===== config.mk =====
export PLATFORM = sky130hd
export DESIGN_NAME = sprite_motion_flat
export DESIGN_NICKNAME = d
export VERILOG_FILES = /design/src/rtl/sprite_pkg.sv /design/src/rtl/sprite_motion_if.sv /design/src/rtl/vsync_edge_detect.sv /design/src/rtl/sprite_motion.sv /design/src/flat_wrapper.sv
export SDC_FILE = /design/constraint.sdc
export NUM_CORES = 1
export LEC_CHECK = 0
export BUFFER_PORTS_ARGS = -buffer_cell sky130_fd_sc_hd__buf_2
export CAP_MARGIN = 20
export CORE_MARGIN = 1
export CORE_UTILIZATION = 59
export DETAILED_ROUTE_END_ITERATION = 6
export PLACE_DENSITY = 0.82
export SLEW_MARGIN = 20
export SYNTH_ARGS = -nofsm -noshare
export SYNTH_HDL_FRONTEND = slang
export SYNTH_SLANG_ARGS = --single-unit

===== constraint.sdc =====
create_clock -name clk -period 4.1 [get_ports clk]
set_clock_uncertainty 0.2 [all_clocks]
set_input_delay 0.41 -clock clk [delete_from_list [all_inputs] [get_ports clk]]
set_output_delay 0.41 -clock clk [all_outputs]
set_load 0.1 [all_outputs]

===== src/rtl/sprite_pkg.sv =====
// Shared screen geometry, motion FSM encoding and the per-axis reflection step.
package sprite_pkg;

    localparam int unsigned SCREEN_W = 640;
    localparam int unsigned SCREEN_H = 480;

    typedef logic [1:0] motion_state_t;

    localparam motion_state_t StIdle  = 2'd0;
    localparam motion_state_t StWait  = 2'd1;
    localparam motion_state_t StStepX = 2'd2;
    localparam motion_state_t StStepY = 2'd3;

    typedef struct packed {
        logic [9:0] pos;
        logic       dir;
        logic       flip;
    } axis_step_t;

    // One motion step on a single axis; reflects off 0 and max_pos.
    // Speed <= 15 is far below any border distance, so one reflection suffices.
    function automatic axis_step_t axis_step(input logic [9:0] pos,
                                             input logic [3:0] speed,
                                             input logic       dir,
                                             input logic [9:0] max_pos);
        logic signed [10:0] p;
        logic signed [10:0] s;
        logic signed [10:0] m;
        logic signed [10:0] nxt;
        axis_step_t         r;
        p      = signed'({1'b0, pos});
        s      = signed'({7'd0, speed});
        m      = signed'({1'b0, max_pos});
        r.dir  = dir;
        r.flip = 1'b0;
        if (dir == 1'b0) begin
            nxt = p + s;
            if (nxt >= m && speed != 4'd0) begin
                // 2*m - nxt, kept within 11 bits
                nxt    = m - (nxt - m);
                r.dir  = 1'b1;
                r.flip = 1'b1;
            end
        end else begin
            nxt = p - s;
            if (nxt <= 11'sd0 && speed != 4'd0) begin
                nxt    = -nxt;
                r.dir  = 1'b0;
                r.flip = 1'b1;
            end
        end
        r.pos = nxt[9:0];
        return r;
    endfunction

endpackage


===== src/rtl/sprite_motion_if.sv =====
// Control and position bundle between the motion driver and the sprite position generator.
interface sprite_motion_if;

    logic       vsync;
    logic       enable;
    logic [3:0] speed_x;
    logic [3:0] speed_y;
    logic       load;
    logic [9:0] load_x;
    logic [9:0] load_y;
    logic [9:0] sprite_x;
    logic [9:0] sprite_y;
    logic       dir_x;
    logic       dir_y;
    logic       bounce;
    logic       frame_tick;

    modport master (
        output vsync, enable, speed_x, speed_y, load, load_x, load_y,
        input  sprite_x, sprite_y, dir_x, dir_y, bounce, frame_tick
    );

    modport slave (
        input  vsync, enable, speed_x, speed_y, load, load_x, load_y,
        output sprite_x, sprite_y, dir_x, dir_y, bounce, frame_tick
    );

endinterface


===== src/rtl/vsync_edge_detect.sv =====
// Brings raw vsync into the clk domain and emits a one-cycle pulse per falling edge.
module vsync_edge_detect (
    input  logic clk,
    input  logic reset,
    input  logic vsync,
    output logic frame_tick
);

    logic sync1_q;
    logic sync2_q;
    logic prev_q;
    logic tick_q;

    // Two-flop synchronizer, edge history and registered tick (3 cycles after the fall).
    always_ff @(posedge clk) begin
        if (reset) begin
            sync1_q <= 1'b1;
            sync2_q <= 1'b1;
            prev_q  <= 1'b1;
            tick_q  <= 1'b0;
        end else begin
            sync1_q <= vsync;
            sync2_q <= sync1_q;
            prev_q  <= sync2_q;
            tick_q  <= prev_q & ~sync2_q;
        end
    end

    assign frame_tick = tick_q;

endmodule


===== src/rtl/sprite_motion.sv =====
// Bouncing sprite position generator; steps once every FRAME_DIV frames.
module sprite_motion
    import sprite_pkg::*;
#(
    parameter int unsigned SPRITE_W  = 32,
    parameter int unsigned SPRITE_H  = 32,
    parameter int unsigned INIT_X    = 304,
    parameter int unsigned INIT_Y    = 224,
    parameter int unsigned FRAME_DIV = 1
) (
    input logic            clk,
    input logic            reset,
    sprite_motion_if.slave bus
);

    localparam logic [9:0] MaxX      = 10'(SCREEN_W - SPRITE_W);
    localparam logic [9:0] MaxY      = 10'(SCREEN_H - SPRITE_H);
    localparam logic [9:0] InitX     = 10'(INIT_X);
    localparam logic [9:0] InitY     = 10'(INIT_Y);
    localparam logic [7:0] FrameLast = 8'(FRAME_DIV - 1);

    logic          frame_tick;
    logic          step_req;
    logic [7:0]    frame_cnt_q, frame_cnt_d;
    motion_state_t state_q, state_d;
    logic [9:0]    x_q, x_d, y_q, y_d;
    logic          dir_x_q, dir_x_d, dir_y_q, dir_y_d;
    logic          flip_x_q, flip_x_d;
    logic          bounce_q, bounce_d;
    axis_step_t    step_x, step_y;

    vsync_edge_detect u_vsync_edge_detect (
        .clk        (clk),
        .reset      (reset),
        .vsync      (bus.vsync),
        .frame_tick (frame_tick)
    );

    assign step_req = frame_tick && bus.enable && (frame_cnt_q == FrameLast);
    assign step_x   = axis_step(x_q, bus.speed_x, dir_x_q, MaxX);
    assign step_y   = axis_step(y_q, bus.speed_y, dir_y_q, MaxY);

    // Frame divider: counts ticks while enabled, wraps on the stepping tick.
    always_comb begin
        frame_cnt_d = frame_cnt_q;
        if (bus.load) begin
            frame_cnt_d = 8'd0;
        end else if (frame_tick && bus.enable) begin
            frame_cnt_d = step_req ? 8'd0 : frame_cnt_q + 8'd1;
        end
    end

    // Motion FSM and position update; load overrides everything and aborts a step.
    always_comb begin
        state_d  = state_q;
        x_d      = x_q;
        y_d      = y_q;
        dir_x_d  = dir_x_q;
        dir_y_d  = dir_y_q;
        flip_x_d = flip_x_q;
        bounce_d = 1'b0;
        if (bus.load) begin
            x_d      = (bus.load_x > MaxX) ? MaxX : bus.load_x;
            y_d      = (bus.load_y > MaxY) ? MaxY : bus.load_y;
            flip_x_d = 1'b0;
            state_d  = bus.enable ? StWait : StIdle;
        end else begin
            case (state_q)
                StIdle: begin
                    if (bus.enable) state_d = StWait;
                end
                StWait: begin
                    if (step_req) state_d = StStepX;
                    else if (!bus.enable) state_d = StIdle;
                end
                StStepX: begin
                    x_d      = step_x.pos;
                    dir_x_d  = step_x.dir;
                    flip_x_d = step_x.flip;
                    state_d  = StStepY;
                end
                StStepY: begin
                    y_d      = step_y.pos;
                    dir_y_d  = step_y.dir;
                    bounce_d = flip_x_q | step_y.flip;
                    state_d  = bus.enable ? StWait : StIdle;
                end
                default: state_d = StIdle;
            endcase
        end
    end

    // State registers with synchronous reset.
    always_ff @(posedge clk) begin
        if (reset) begin
            frame_cnt_q <= 8'd0;
            state_q     <= StIdle;
            x_q         <= InitX;
            y_q         <= InitY;
            dir_x_q     <= 1'b0;
            dir_y_q     <= 1'b0;
            flip_x_q    <= 1'b0;
            bounce_q    <= 1'b0;
        end else begin
            frame_cnt_q <= frame_cnt_d;
            state_q     <= state_d;
            x_q         <= x_d;
            y_q         <= y_d;
            dir_x_q     <= dir_x_d;
            dir_y_q     <= dir_y_d;
            flip_x_q    <= flip_x_d;
            bounce_q    <= bounce_d;
        end
    end

    assign bus.sprite_x   = x_q;
    assign bus.sprite_y   = y_q;
    assign bus.dir_x      = dir_x_q;
    assign bus.dir_y      = dir_y_q;
    assign bus.bounce     = bounce_q;
    assign bus.frame_tick = frame_tick;

endmodule


===== src/flat_wrapper.sv =====
// flat-port wrapper written by rule: the top's interface ports become plain ports
module sprite_motion_flat import sprite_pkg::*;
#(
    parameter int unsigned SPRITE_W  = 32,
    parameter int unsigned SPRITE_H  = 32,
    parameter int unsigned INIT_X    = 304,
    parameter int unsigned INIT_Y    = 224,
    parameter int unsigned FRAME_DIV = 1
)
  (clk, reset, bus_vsync, bus_enable, bus_speed_x, bus_speed_y, bus_load, bus_load_x, bus_load_y, bus_sprite_x, bus_sprite_y, bus_dir_x, bus_dir_y, bus_bounce, bus_frame_tick);
  sprite_motion_if bus_i ();
  input logic clk;
  input logic reset;
  input wire logic [$bits(bus_i.vsync)-1:0] bus_vsync;
  input wire logic [$bits(bus_i.enable)-1:0] bus_enable;
  input wire logic [$bits(bus_i.speed_x)-1:0] bus_speed_x;
  input wire logic [$bits(bus_i.speed_y)-1:0] bus_speed_y;
  input wire logic [$bits(bus_i.load)-1:0] bus_load;
  input wire logic [$bits(bus_i.load_x)-1:0] bus_load_x;
  input wire logic [$bits(bus_i.load_y)-1:0] bus_load_y;
  output wire logic [$bits(bus_i.sprite_x)-1:0] bus_sprite_x;
  output wire logic [$bits(bus_i.sprite_y)-1:0] bus_sprite_y;
  output wire logic [$bits(bus_i.dir_x)-1:0] bus_dir_x;
  output wire logic [$bits(bus_i.dir_y)-1:0] bus_dir_y;
  output wire logic [$bits(bus_i.bounce)-1:0] bus_bounce;
  output wire logic [$bits(bus_i.frame_tick)-1:0] bus_frame_tick;
  assign bus_i.vsync = bus_vsync;
  assign bus_i.enable = bus_enable;
  assign bus_i.speed_x = bus_speed_x;
  assign bus_i.speed_y = bus_speed_y;
  assign bus_i.load = bus_load;
  assign bus_i.load_x = bus_load_x;
  assign bus_i.load_y = bus_load_y;
  assign bus_sprite_x = bus_i.sprite_x;
  assign bus_sprite_y = bus_i.sprite_y;
  assign bus_dir_x = bus_i.dir_x;
  assign bus_dir_y = bus_i.dir_y;
  assign bus_bounce = bus_i.bounce;
  assign bus_frame_tick = bus_i.frame_tick;
  sprite_motion #(.SPRITE_W(SPRITE_W), .SPRITE_H(SPRITE_H), .INIT_X(INIT_X), .INIT_Y(INIT_Y), .FRAME_DIV(FRAME_DIV)) u_core (.clk(clk), .reset(reset), .bus(bus_i));
endmodule

==> results of run 1 <==
==> worst register-to-register path, cell delays in order (launching register included) <==
cell     delay, ns
dfxtp_1       0.40
inv_1         0.06
ha_1          0.22
fa_1          0.43
nor2b_1       0.25
o21ai_0       0.16
a22o_1        0.23
o221a_2       0.28
a31oi_1       0.59
nor2_1        0.12
xnor2_1       0.16
a211o_1       0.30
==> cell usage in the layout (no fill, tap or decap), drive strengths merged, types with 8 or more instances in the layout <==
| master | Yosys | final |
|---|---|---|
| a211oi | 15 | 15 |
| a21oi | 30 | 30 |
| a31oi | 8 | 8 |
| and2 | 8 | 8 |
| and3 | 10 | 10 |
| buf | 11 | 57 |
| dfxtp | 38 | 38 |
| ha | 22 | 22 |
| inv | 28 | 28 |
| nand2 | 39 | 39 |
| nand2b | 12 | 12 |
| nand3 | 19 | 19 |
| nor2 | 68 | 68 |
| nor2b | 10 | 10 |
| nor3 | 20 | 20 |
| nor4 | 13 | 13 |
| o21a | 9 | 9 |
| o21ai | 21 | 21 |
| or2 | 12 | 12 |
| xnor2 | 24 | 24 |
| xor2 | 15 | 15 |
==> final cells by class <==
class,instances,area (µm²),share of cell area
clock buffer,5,68.82,0.01551
clock inverter,3,68.82,0.01551
inverter,28,105.1,0.02369
multi-input combinational,456,3049,0.6873
sequential,38,760.7,0.1715
tap,77,96.34,0.02171
timing repair buffer,57,287.8,0.06486
==> stage by stage <==
stage / utilization / cell area [µm²] / setup WS (ns) / total power (µW)
finish: 0.6831 / 4437 / 0.5843 / 1194
global route: 0.6831 / 4437 / 0.4029 / 1251
CTS: 0.6831 / 4437 / 0.6448 / 1189
detailed placement: 0.6619 / 4299 / 0.5849 / 801.6
global placement: 0.6619 / 4299 / 0.7134 / 793.6
floorplan: - / 4041 / 0.2286 / 717.6
==> metal layers <==
metal / vias to the layer above / track usage / share of wire
met5: - / 0 / 0
met4: 0 / 0.1757 / 0.044
met2: 200 / 0.5602 / 0.48
li1: 2077 / - / -
met3: 37 / 0.04818 / 0.066
met1: 2014 / 0.3942 / 0.41
==> sequential cells by signal, indices dropped and copies added (netlist names) <==
| signal | count |
|---|---|
| u_core.u_vsync_edge_detect.sync2_q | 1 |
| u_core.bus.sprite_x | 10 |
| u_core.u_vsync_edge_detect.prev_q | 1 |
| u_core.u_vsync_edge_detect.frame_tick | 1 |
| u_core.state_q | 2 |
| u_core.bus.bounce | 1 |
| u_core.flip_x_q | 1 |
| u_core.bus.dir_x | 1 |
| u_core.bus.sprite_y | 10 |
| u_core.bus.dir_y | 1 |
| u_core.u_vsync_edge_detect.sync1_q | 1 |
| u_core.frame_cnt_q | 8 |
==> path summary, 6_finish.rpt <==
kind | from | to | slack [ns] | depth (start not counted)
worst max-delay path | u_core.bus.sprite_x[0] | u_core.bus.sprite_x[2] | 0.58 | 11
worst min-delay path | bus_vsync | u_core.u_vsync_edge_detect.sync1_q | 0.11 | 2
worst max register to register | u_core.bus.sprite_x[0] | u_core.bus.sprite_x[2] | 0.58 | 11
worst min register to register | u_core.u_vsync_edge_detect.prev_q | u_core.u_vsync_edge_detect.frame_tick | 0.21 | 2
==> power by group through the flow <==
| stage | registers, µW | clock network (µW) | logic (µW) |
|---|---|---|---|
| 6_report | 411 | 391 | 391 |
| 5_1_grt | 413 | 414 | 424 |
| 4_1_cts | 409 | 394 | 385 |
| 3_5_place_dp | 418 | 0 | 383 |
| 3_3_place_gp | 418 | 0 | 376 |
| 2_1_floorplan | 477 | 0 | 240 |
==> cell families (layout without fill, tap and decap cells) <==
group           after synthesis  after routing  synth area share
buf+inv                      55             93           0.05728
fa+ha+maj                    26             26           0.08793
xor+xnor                     39             39           0.08452
flops                        38             38            0.1882
simple gates                235            235            0.2944
mux                           6              6           0.01610
compound gates              150            150            0.2715
==> metrics.md, run 1 <==
| Metric | Value |
|---|---|
| Synth area leader | dfxtp_1 |
| Final setup fails | 0 |
| CTS tree | done |
| Total setup buffers inserted after CTS | 0 |
| Post-route setup TNS | 0 ns |
| Slew Viols, Final | 0 |
| DR pass1 iterations | 7 |
| Hold Vio Cnt, Final | 0 |
| Cell total after placement | 656 |
| Drt total wl | roughly 11,000 µm |
| Die Y | about 85 µm |
| WHS | about 0.11 ns |
| Drc violations | 4 |
| DR vias/cell | between 6 and 7 |
| RSZ-0062 raised after global routing | no |
| Synthesized area | between 0.004 and 0.005 mm² |
| Synth Instances | about 550 |
| Finished Layout Cells | roughly 660 |
| Post-synth EDFFs | 0 |
| Hold WC Path Type | input pin to flop |
| Power share of the combinational group | 0.328 |
| Failing checks | design-rule violations |
| Synth top area cells | dfxtp_1 19%, ha_1 6.8%, nor2_1 6.3% |
| Crit end category | flop |
| Port Buffers | 56 |
| CP Cell Sequence | inv_1 -> ha_1 -> fa_1 -> nor2b_1 -> o21ai_0 -> a22o_1 -> o221a_2 -> a31oi_1 -> nor2_1 -> xnor2_1 -> a211o_1 |
| Net Count, Synth | just over 600 |
| Die area | just over 0.007 mm² |
| Crit path kind | flop to flop |
| Syn avg cell area | 7.361 µm² |
| Post-DRT Antenna Nets | 0 |
| Tightest Pin Transition | about 0.96 ns |
| Status | finished with violations |
| Worst Setup Start Kind | flop |
| Placed wire-length estimate | between 8000 and 9000 µm |
| Vias in the first global route | about 3,900 |
| Share of layout cells above drive strength 1 | 0.1533 |
| Placer Congestion | roughly 0.95 |
| # fillers | 546 |
| Cell Pwr Density | approximately 270 mW/mm² |
| Final #Nets | about 650 |
| Flop pwr share | 0.344 |
| Period utilisation layout | 0.8575 |
| Sw power | roughly 440 µW |
| FF+latch count, synth | 38 |
| Drt initial violations | ~330 |
| WP data required | between 4 and 5 ns |
| Ant diodes | 0 |
| Largest net degree at the start of global routing | 34 |
| CTS resizes | 0 |
| Cell with the most instances after synthesis | nor2_1 |
| GRT Util Overall | 0.3266 |
| Global-route wire length before repair | between 15,000 and 20,000 µm |
| Fin crit period | ~3.5 ns |
| Syn-to-layout area delta | 9.783% |
| I/O Pins | 57 |
| Power Internal | between 700 and 800 µW |
| Clock network power share | 0.328 |
| Crit path buf inv count | 1 |
| CTS H-Tree Depth | 2 |
| VDD IR max | roughly 0.15 mV |
| Die X | approximately 85 µm |
| Crit path DAT | around 3.5 ns |
| Sw Share | 0.3678 |
| Synth warn | 0 |
| Synth top area share | 0.1882 |
| Max Root-Sink Buffers | 2 |
| Post-synth top cells | 68 x nor2_1, 39 x nand2_1, 38 x dfxtp_1 |
| CP max FO | 9 |
| FFs w/ async S/R, synth | 0 |
| Area of the core | roughly 0.0065 mm² |
| Crit path largest cell delay | a little under 0.6 ns |
| Root buffer cell | clkbuf_8 |
| Initial antenna violation count | 0 |
| Slowest CP cell | a31oi_1 |
| Crit path max-delay family | compound AO/OA/AOI/OAI gates |
| Clk slew on worst S/H paths | around 0.08 ns |
| WL per Instance | 17.31 µm |
| CTS Buf Count | 5 |
| Max Clk Rate | ~280 MHz |
| Leak | roughly 0.0018 µW |
| Hold_buf cts | 0 |
| Max_cap viols | 0 |
| Via count | between 4,000 and 5,000 |
| Grt ovf | 0 |
| Clock Sink Count | 38 |
| Top FF cell, synth | dfxtp_1 |
| Sequential area share after synthesis | 0.1882 |
| Rel. slew slack | 0.3606 |
| Starting Density | 0.6222 |
| Post-synth cell types | 70 |
| Clock latency on the worst-skew pair | about 0.30 ns |
| Cell Rows | 29 |
Note: power is estimated with default switching activity, not from simulation.
==> run 2, diff against run 1 <==
--- a/config.mk
+++ b/config.mk
@@ -8,9 +8,9 @@
 export BUFFER_PORTS_ARGS = -buffer_cell sky130_fd_sc_hd__buf_2
 export CAP_MARGIN = 20
 export CORE_MARGIN = 1
-export CORE_UTILIZATION = 59
+export CORE_UTILIZATION = 40
 export DETAILED_ROUTE_END_ITERATION = 6
-export PLACE_DENSITY = 0.82
+export GPL_TIMING_DRIVEN = 0
 export SLEW_MARGIN = 20
 export SYNTH_ARGS = -nofsm -noshare
 export SYNTH_HDL_FRONTEND = slang
==> constraint.sdc (replaced) <==
create_clock -name clk -period 4.01 [get_ports clk]
set_clock_uncertainty 0.2 [all_clocks]
set_input_delay 0.401 -clock clk [delete_from_list [all_inputs] [get_ports clk]]
set_output_delay 0.401 -clock clk [all_outputs]
set_load 0.1 [all_outputs]
==> run 2 against run 1 <==
Compared with the run above:
- the run now ends clean
- count of clock-buffer cells in the layout unchanged
- final cell count up 12%
- worst hold slack worse by 0.029 ns
- flip-flop and latch count is the same
- sequential share of layout area shrank 0.68 points
- core utilization decreased by 21 points
- global-route usage fell by 8.0 points
- total power grew 3.4%
- largest cell class unchanged
==> metrics.md, run 2 (same netlist as run 1, synthesis figures left out) <==
| Metric | Value |
|---|---|
| Hold WC Path Type | input pin to flop (unchanged) |
| Max Root-Sink Buffers | 2 (unchanged) |
| Drc violations | 0 (was 4) |
| Rel. slew slack | 0.3650 (was 0.3606) |
| Placed wire-length estimate | 9994 µm (was 8853 µm) |
| Vias in the first global route | 4,099 (was 3,941) |
| I/O Pins | 57 (unchanged) |
| Most frequent cells in the layout | 68 x nor2_1, 63 x buf_2, 39 x nand2_1 (was 68 x nor2_1, 56 x buf_2, 39 x nand2_1) |
| Crit path DAT | 3.49 ns (was 3.51 ns) |
| Drt initial violations | 159 (was 332) |
| Final setup fails | 0 (unchanged) |
| Slew Viols, Final | 0 (unchanged) |
| Largest net degree at the start of global routing | 14 (was 34) |
| Most common cell after layout, fill and taps aside | nor2_1 (unchanged) |
| DR pass1 iterations | 5 (was 7) |
| Hold Vio Cnt, Final | 0 (unchanged) |
| Period utilisation layout | 0.8730 (was 0.8575) |
| Post-DRT Antenna Nets | 0 (unchanged) |
| Max_cap viols | 0 (unchanged) |
| RSZ-0062 raised after global routing | no (unchanged) |
| Slowest CP cell | a31oi_1 (unchanged) |
| Worst Setup Start Kind | flop (unchanged) |
| Cell Rows | 36 (was 29) |
| VDD IR max | 0.1428 mV (was 0.1518 mV) |
| Area of the core | 0.009774 mm² (was 0.006495 mm²) |
| Clk slew on worst S/H paths | 0.09 ns (was 0.08 ns) |
| DR vias/cell | 5.784 (was 6.518) |
| Clock latency on the worst-skew pair | 0.30 ns (about the same) |
| WP data required | 4.00 ns (was 4.09 ns) |
| Grt ovf | 0 (unchanged) |
| Share of layout cells above drive strength 1 | 0.1601 (was 0.1533) |
| Leak | 0.001833 µW (was 0.001784 µW) |
| Ant diodes | 0 (unchanged) |
| Status | complete, no violations (was finished with violations) |
| Max Clk Rate | 285.6 MHz (was 284.4 MHz) |
| Die X | 102.5 µm (was 84.77 µm) |
| WL per Instance | 16.90 µm (was 17.31 µm) |
| Starting Density | 0.4135 (was 0.6222) |
| WHS | 0.07944 ns (was 0.1082 ns) |
| Fin worst setup slack | 0.5092 ns (was 0.5843 ns) |
| Cell Pwr Density | 267.0 mW/mm² (was 269.0 mW/mm²) |
| Crit path largest cell delay | 0.57 ns (was 0.59 ns) |
| CP max FO | 9 (unchanged) |
| GRT Util Overall | 0.2469 (was 0.3266) |
| Total setup buffers inserted after CTS | 0 (unchanged) |
| Tightest Pin Transition | 0.9438 ns (was 0.9592 ns) |
| Syn-to-layout area delta | 14.33% (was 9.783%) |
| Global-route wire length before repair | 20,240 µm (was 18,730 µm) |
| Via count | 4,309 (was 4,328) |
| Die area | 0.01051 mm² (was 0.007185 mm²) |
| Placer Congestion | 0.9127 (was 0.9491) |
| Total Power | 1234 µW (was 1194 µW) |
| Die Y | 102.5 µm (was 84.77 µm) |
| Fin crit period | 3.501 ns (was 3.516 ns) |
| Final #Nets | 670 (was 645) |
| CTS resizes | 0 (unchanged) |
| Crit path kind | flop to flop (unchanged) |
| CTS H-Tree Depth | 2 (unchanged) |
| Drt total wl | 12,590 µm (was 11,500 µm) |
| CTS Buf Count | 5 (unchanged) |
| Hold_buf cts | 0 (unchanged) |
| Root buffer cell | clkbuf_8 (unchanged) |
| Initial antenna violation count | 0 (unchanged) |
| Setup WS pre-CTS | 0.4754 ns (was 0.5849 ns) |
| CTS tree | done (unchanged) |
| Crit end category | flop (unchanged) |
| Clock Sink Count | 38 (unchanged) |
| Port Buffers | 55 (was 56) |
| CP Cell Sequence | inv_1 -> ha_1 -> fa_1 -> nor2b_1 -> o21ai_0 -> a22o_1 -> o221a_2 -> a31oi_1 -> nor2_1 -> xnor2_1 -> a211o_1 (unchanged) |
| Post-route setup TNS | 0 ns (unchanged) |
[run 2: metrics by stage]
step	util	instance area (µm²)	instances
6_report	0.4727	4621	745
5_1_grt	0.4727	4621	745
4_1_cts	0.4727	4621	745
3_5_place_dp	0.4587	4483	737
3_3_place_gp	0.4587	4483	737
2_1_floorplan	-	4041	549
[run 2: worst paths after layout]
check                                                              to                         startpoint  cells after the start  slack (ns)
worst min-delay path               u_core.u_vsync_edge_detect.sync1_q                          bus_vsync                      2        0.08
worst max register to register                 u_core.bus.sprite_x[2]             u_core.bus.sprite_x[0]                     11        0.51
worst max-delay path                           u_core.bus.sprite_x[2]             u_core.bus.sprite_x[0]                     11        0.51
worst min register to register  u_core.u_vsync_edge_detect.frame_tick  u_core.u_vsync_edge_detect.prev_q                      2        0.21
[run 2: routing by layer]
metal  vias to the layer above  share of wire  GRT usage  wire, µm
met5                         -              0          0         0
met4                         0          0.022    0.08571       280
met3                        22          0.056    0.02780       701
met2                       144           0.48     0.4328      6084
met1                      2010           0.44     0.3129      5521
li1                       2133              -          -         -
[run 2: cell type report]
class,instances,area (µm²)
fill,1049,5154
clock inverter,3,68.82
clock buffer,5,68.82
tap,133,166.4
sequential,38,760.7
buffer,27,126.4
multi-input combinational,456,3049
inverter,28,105.1
timing repair buffer,55,275.3
[run 2: where the power goes]
group	internal [µW]	switching (µW)
sequential	390	15.8
clock	249	152
combinational	140	286
total	780	454
[run 2: critical path: cells and delay by family (launching register included)]
kind                       cells  cell delay (ns)
buffers and inverters          1             0.06
adders and majority gates      2             0.65
xor gates and xnor gates       1             0.16
AOI/OAI and AO/OA              5             1.56
DFF                            1             0.39
and+or+nand+nor                2             0.38
==> run 3, diff against run 2 <==
--- a/config.mk
+++ b/config.mk
@@ -11,6 +11,7 @@
 export CORE_UTILIZATION = 40
 export DETAILED_ROUTE_END_ITERATION = 6
 export GPL_TIMING_DRIVEN = 0
+export PLACE_DENSITY = 0.66
 export SLEW_MARGIN = 20
 export SYNTH_ARGS = -nofsm -noshare
 export SYNTH_HDL_FRONTEND = slang
==> run 3 against run 2 <==
Compared with the run above:
- worst setup slack got worse by 0.050 ns
- global-route usage is 1.4 points lower
- clock power down 39%
- critical endpoint unchanged
==> metrics.md, run 3 (same netlist as run 1, synthesis figures left out) <==
| Metric | Value |
|---|---|
| Post-DRT Antenna Nets | 0 (unchanged) |
| Placed wire-length estimate | 9644 µm (was 9994 µm) |
| CTS tree | done (unchanged) |
| Max Clk Rate | 281.7 MHz (was 285.6 MHz) |
| Clock Sink Count | 38 (unchanged) |
| Multi-input logic area | 0.003049 mm² (unchanged) |
| Hold_buf cts | 0 (unchanged) |
| CP Cell Sequence | inv_1 -> ha_1 -> fa_1 -> nor2b_1 -> o21ai_0 -> a22o_1 -> o221a_2 -> a31oi_1 -> nor2_1 -> xnor2_1 -> a211o_1 (unchanged) |
| Drt initial violations | 262 (was 159) |
| WP data required | 3.99 ns (was 4.00 ns) |
| Drt total wl | 12,070 µm (was 12,590 µm) |
| Final #Nets | 670 (unchanged) |
| Total setup buffers inserted after CTS | 0 (unchanged) |
| Sw Share | 0.3981 (was 0.3682) |
| Cell Rows | 36 (unchanged) |
| CTS Buf Count | 5 (unchanged) |
| Largest net degree at the start of global routing | 11 (was 14) |
| Die area | 0.01051 mm² (unchanged) |
| Rel. slew slack | 0.3241 (was 0.3650) |
| Crit path largest cell delay | 0.61 ns (was 0.57 ns) |
| Crit path max-delay family | compound AO/OA/AOI/OAI gates (unchanged) |
| GRT Util Overall | 0.2327 (was 0.2469) |
| Ant diodes | 0 (unchanged) |
| Slowest CP cell | a31oi_1 (unchanged) |
| Tightest Pin Transition | 1.005 ns (was 0.9438 ns) |
| Global-route wire length before repair | 19,240 µm (was 20,240 µm) |
| Power Internal | 650.6 µW (was 779.6 µW) |
| CTS H-Tree Depth | 2 (unchanged) |
| Clock network power share | 0.228 (was 0.325) |
| CP max FO | 9 (unchanged) |
| Root buffer cell | clkbuf_8 (unchanged) |
| # fillers | 1,007 (was 1,049) |
| DR pass1 iterations | 5 (unchanged) |
| Final setup fails | 0 (unchanged) |
| Most frequent cells in the layout | 68 x nor2_1, 63 x buf_2, 39 x nand2_1 (unchanged) |
| Status | complete, no violations (unchanged) |
| Crit path buf inv count | 1 (unchanged) |
| Initial antenna violation count | 0 (unchanged) |
| Crit end category | flop (unchanged) |
| Period utilisation layout | 0.8854 (was 0.8730) |
| Die Y | 102.5 µm (unchanged) |
| CTS resizes | 0 (unchanged) |
| Crit path DAT | 3.53 ns (was 3.49 ns) |
| Total Power | 1081 µW (was 1234 µW) |
| Share of layout cells above drive strength 1 | 0.1555 (was 0.1601) |
| Grt ovf | 0 (unchanged) |
| Drc violations | 0 (unchanged) |
| Fin worst setup slack | 0.4596 ns (was 0.5092 ns) |
| Sequential cell area | 760.7 µm² (unchanged) |
| Most common cell after layout, fill and taps aside | nor2_1 (unchanged) |
| Max_cap viols | 0 (unchanged) |
| Leak | 0.001803 µW (was 0.001833 µW) |
| Clk slew on worst S/H paths | 0.07 ns (was 0.09 ns) |
| Post-route setup TNS | 0 ns (unchanged) |
| Cell Pwr Density | 237.1 mW/mm² (was 267.0 mW/mm²) |
| I/O Pins | 57 (unchanged) |
| Flop pwr share | 0.376 (was 0.329) |
| Crit path kind | flop to flop (unchanged) |
| Vias in the first global route | 4,043 (was 4,099) |
| Fin crit period | 3.550 ns (was 3.501 ns) |
| Via count | 4,409 (was 4,309) |
| Port Buffers | 55 (unchanged) |
| DR vias/cell | 5.926 (was 5.784) |
| Max Root-Sink Buffers | 2 (unchanged) |
| WL per Instance | 16.23 µm (was 16.90 µm) |
| Worst Setup Start Kind | flop (unchanged) |
| Slew Viols, Final | 0 (unchanged) |
| Power share of the combinational group | 0.396 (was 0.346) |
| Starting Density | 0.4135 (unchanged) |
| RSZ-0062 raised after global routing | no (unchanged) |
| Placer Congestion | 0.9480 (was 0.9127) |
| Clock latency on the worst-skew pair | 0.28 ns (was 0.30 ns) |
| VDD IR max | 0.09595 mV (was 0.1428 mV) |
| Area of the core | 0.009774 mm² (unchanged) |
| Hold Vio Cnt, Final | 0 (unchanged) |
| Hold WC Path Type | input pin to flop (unchanged) |
| Syn-to-layout area delta | 12.82% (was 14.33%) |
| Die X | 102.5 µm (unchanged) |
| Setup WS pre-CTS | 0.4914 ns (was 0.4754 ns) |
| Sw power | 430.4 µW (was 454.3 µW) |
-- run 3: cell count changes in the layout (fill, tap and decap cells not counted), sizes merged --
cell | previous run | this run
clkbuf | 21 | 23
clkinv | 1 | 0
bufinv | 2 | 0
-- run 3: routing by layer --
layer  GRT usage  vias to the layer above  routed length [µm]
met5           0                        -                   0
met4     0.07912                        0                 283
met3     0.03593                       31                 874
met2      0.3913                      193                5458
met1      0.3030                     2062                5458
li1            -                     2123                   -
-- run 3: layout make-up --
cell class,count,area share
multi-input combinational,456,0.6688
sequential,38,0.1668
timing repair buffer,55,0.06037
tap,133,0.03650
buffer,27,0.02772
inverter,28,0.02305
clock buffer,7,0.01674
-- run 3: final timing paths --
path         slack (ns)  cells past startpoint                         startpoint                                    end
max reg2reg        0.46                     11             u_core.bus.sprite_x[0]                 u_core.bus.sprite_x[2]
min reg2reg        0.21                      2  u_core.u_vsync_edge_detect.prev_q  u_core.u_vsync_edge_detect.frame_tick
min                0.11                      2                          bus_vsync     u_core.u_vsync_edge_detect.sync1_q
max                0.46                     11             u_core.bus.sprite_x[0]                 u_core.bus.sprite_x[2]
-- run 3: power groups by stage --
stage / sequential, µW / clock (µW) / combinational, µW
floorplan: 488 / 0 / 246
global placement: 414 / 0 / 415
detailed placement: 415 / 0 / 422
CTS: 406 / 251 / 424
global route: 408 / 265 / 462
finish: 406 / 247 / 428
-- run 3: metrics by stage --
| stage | utilization | hold slack, ns | cells | cell area (µm²) |
|---|---|---|---|---|
| floorplan | - | 0.1895 | 549 | 4041 |
| global placement | 0.4587 | 0.1971 | 737 | 4483 |
| detailed placement | 0.4587 | 0.2021 | 737 | 4483 |
| CTS | 0.4665 | 0.1071 | 744 | 4559 |
| global route | 0.4665 | 0.1017 | 744 | 4559 |
| finish | 0.4665 | 0.1125 | 744 | 4559 |
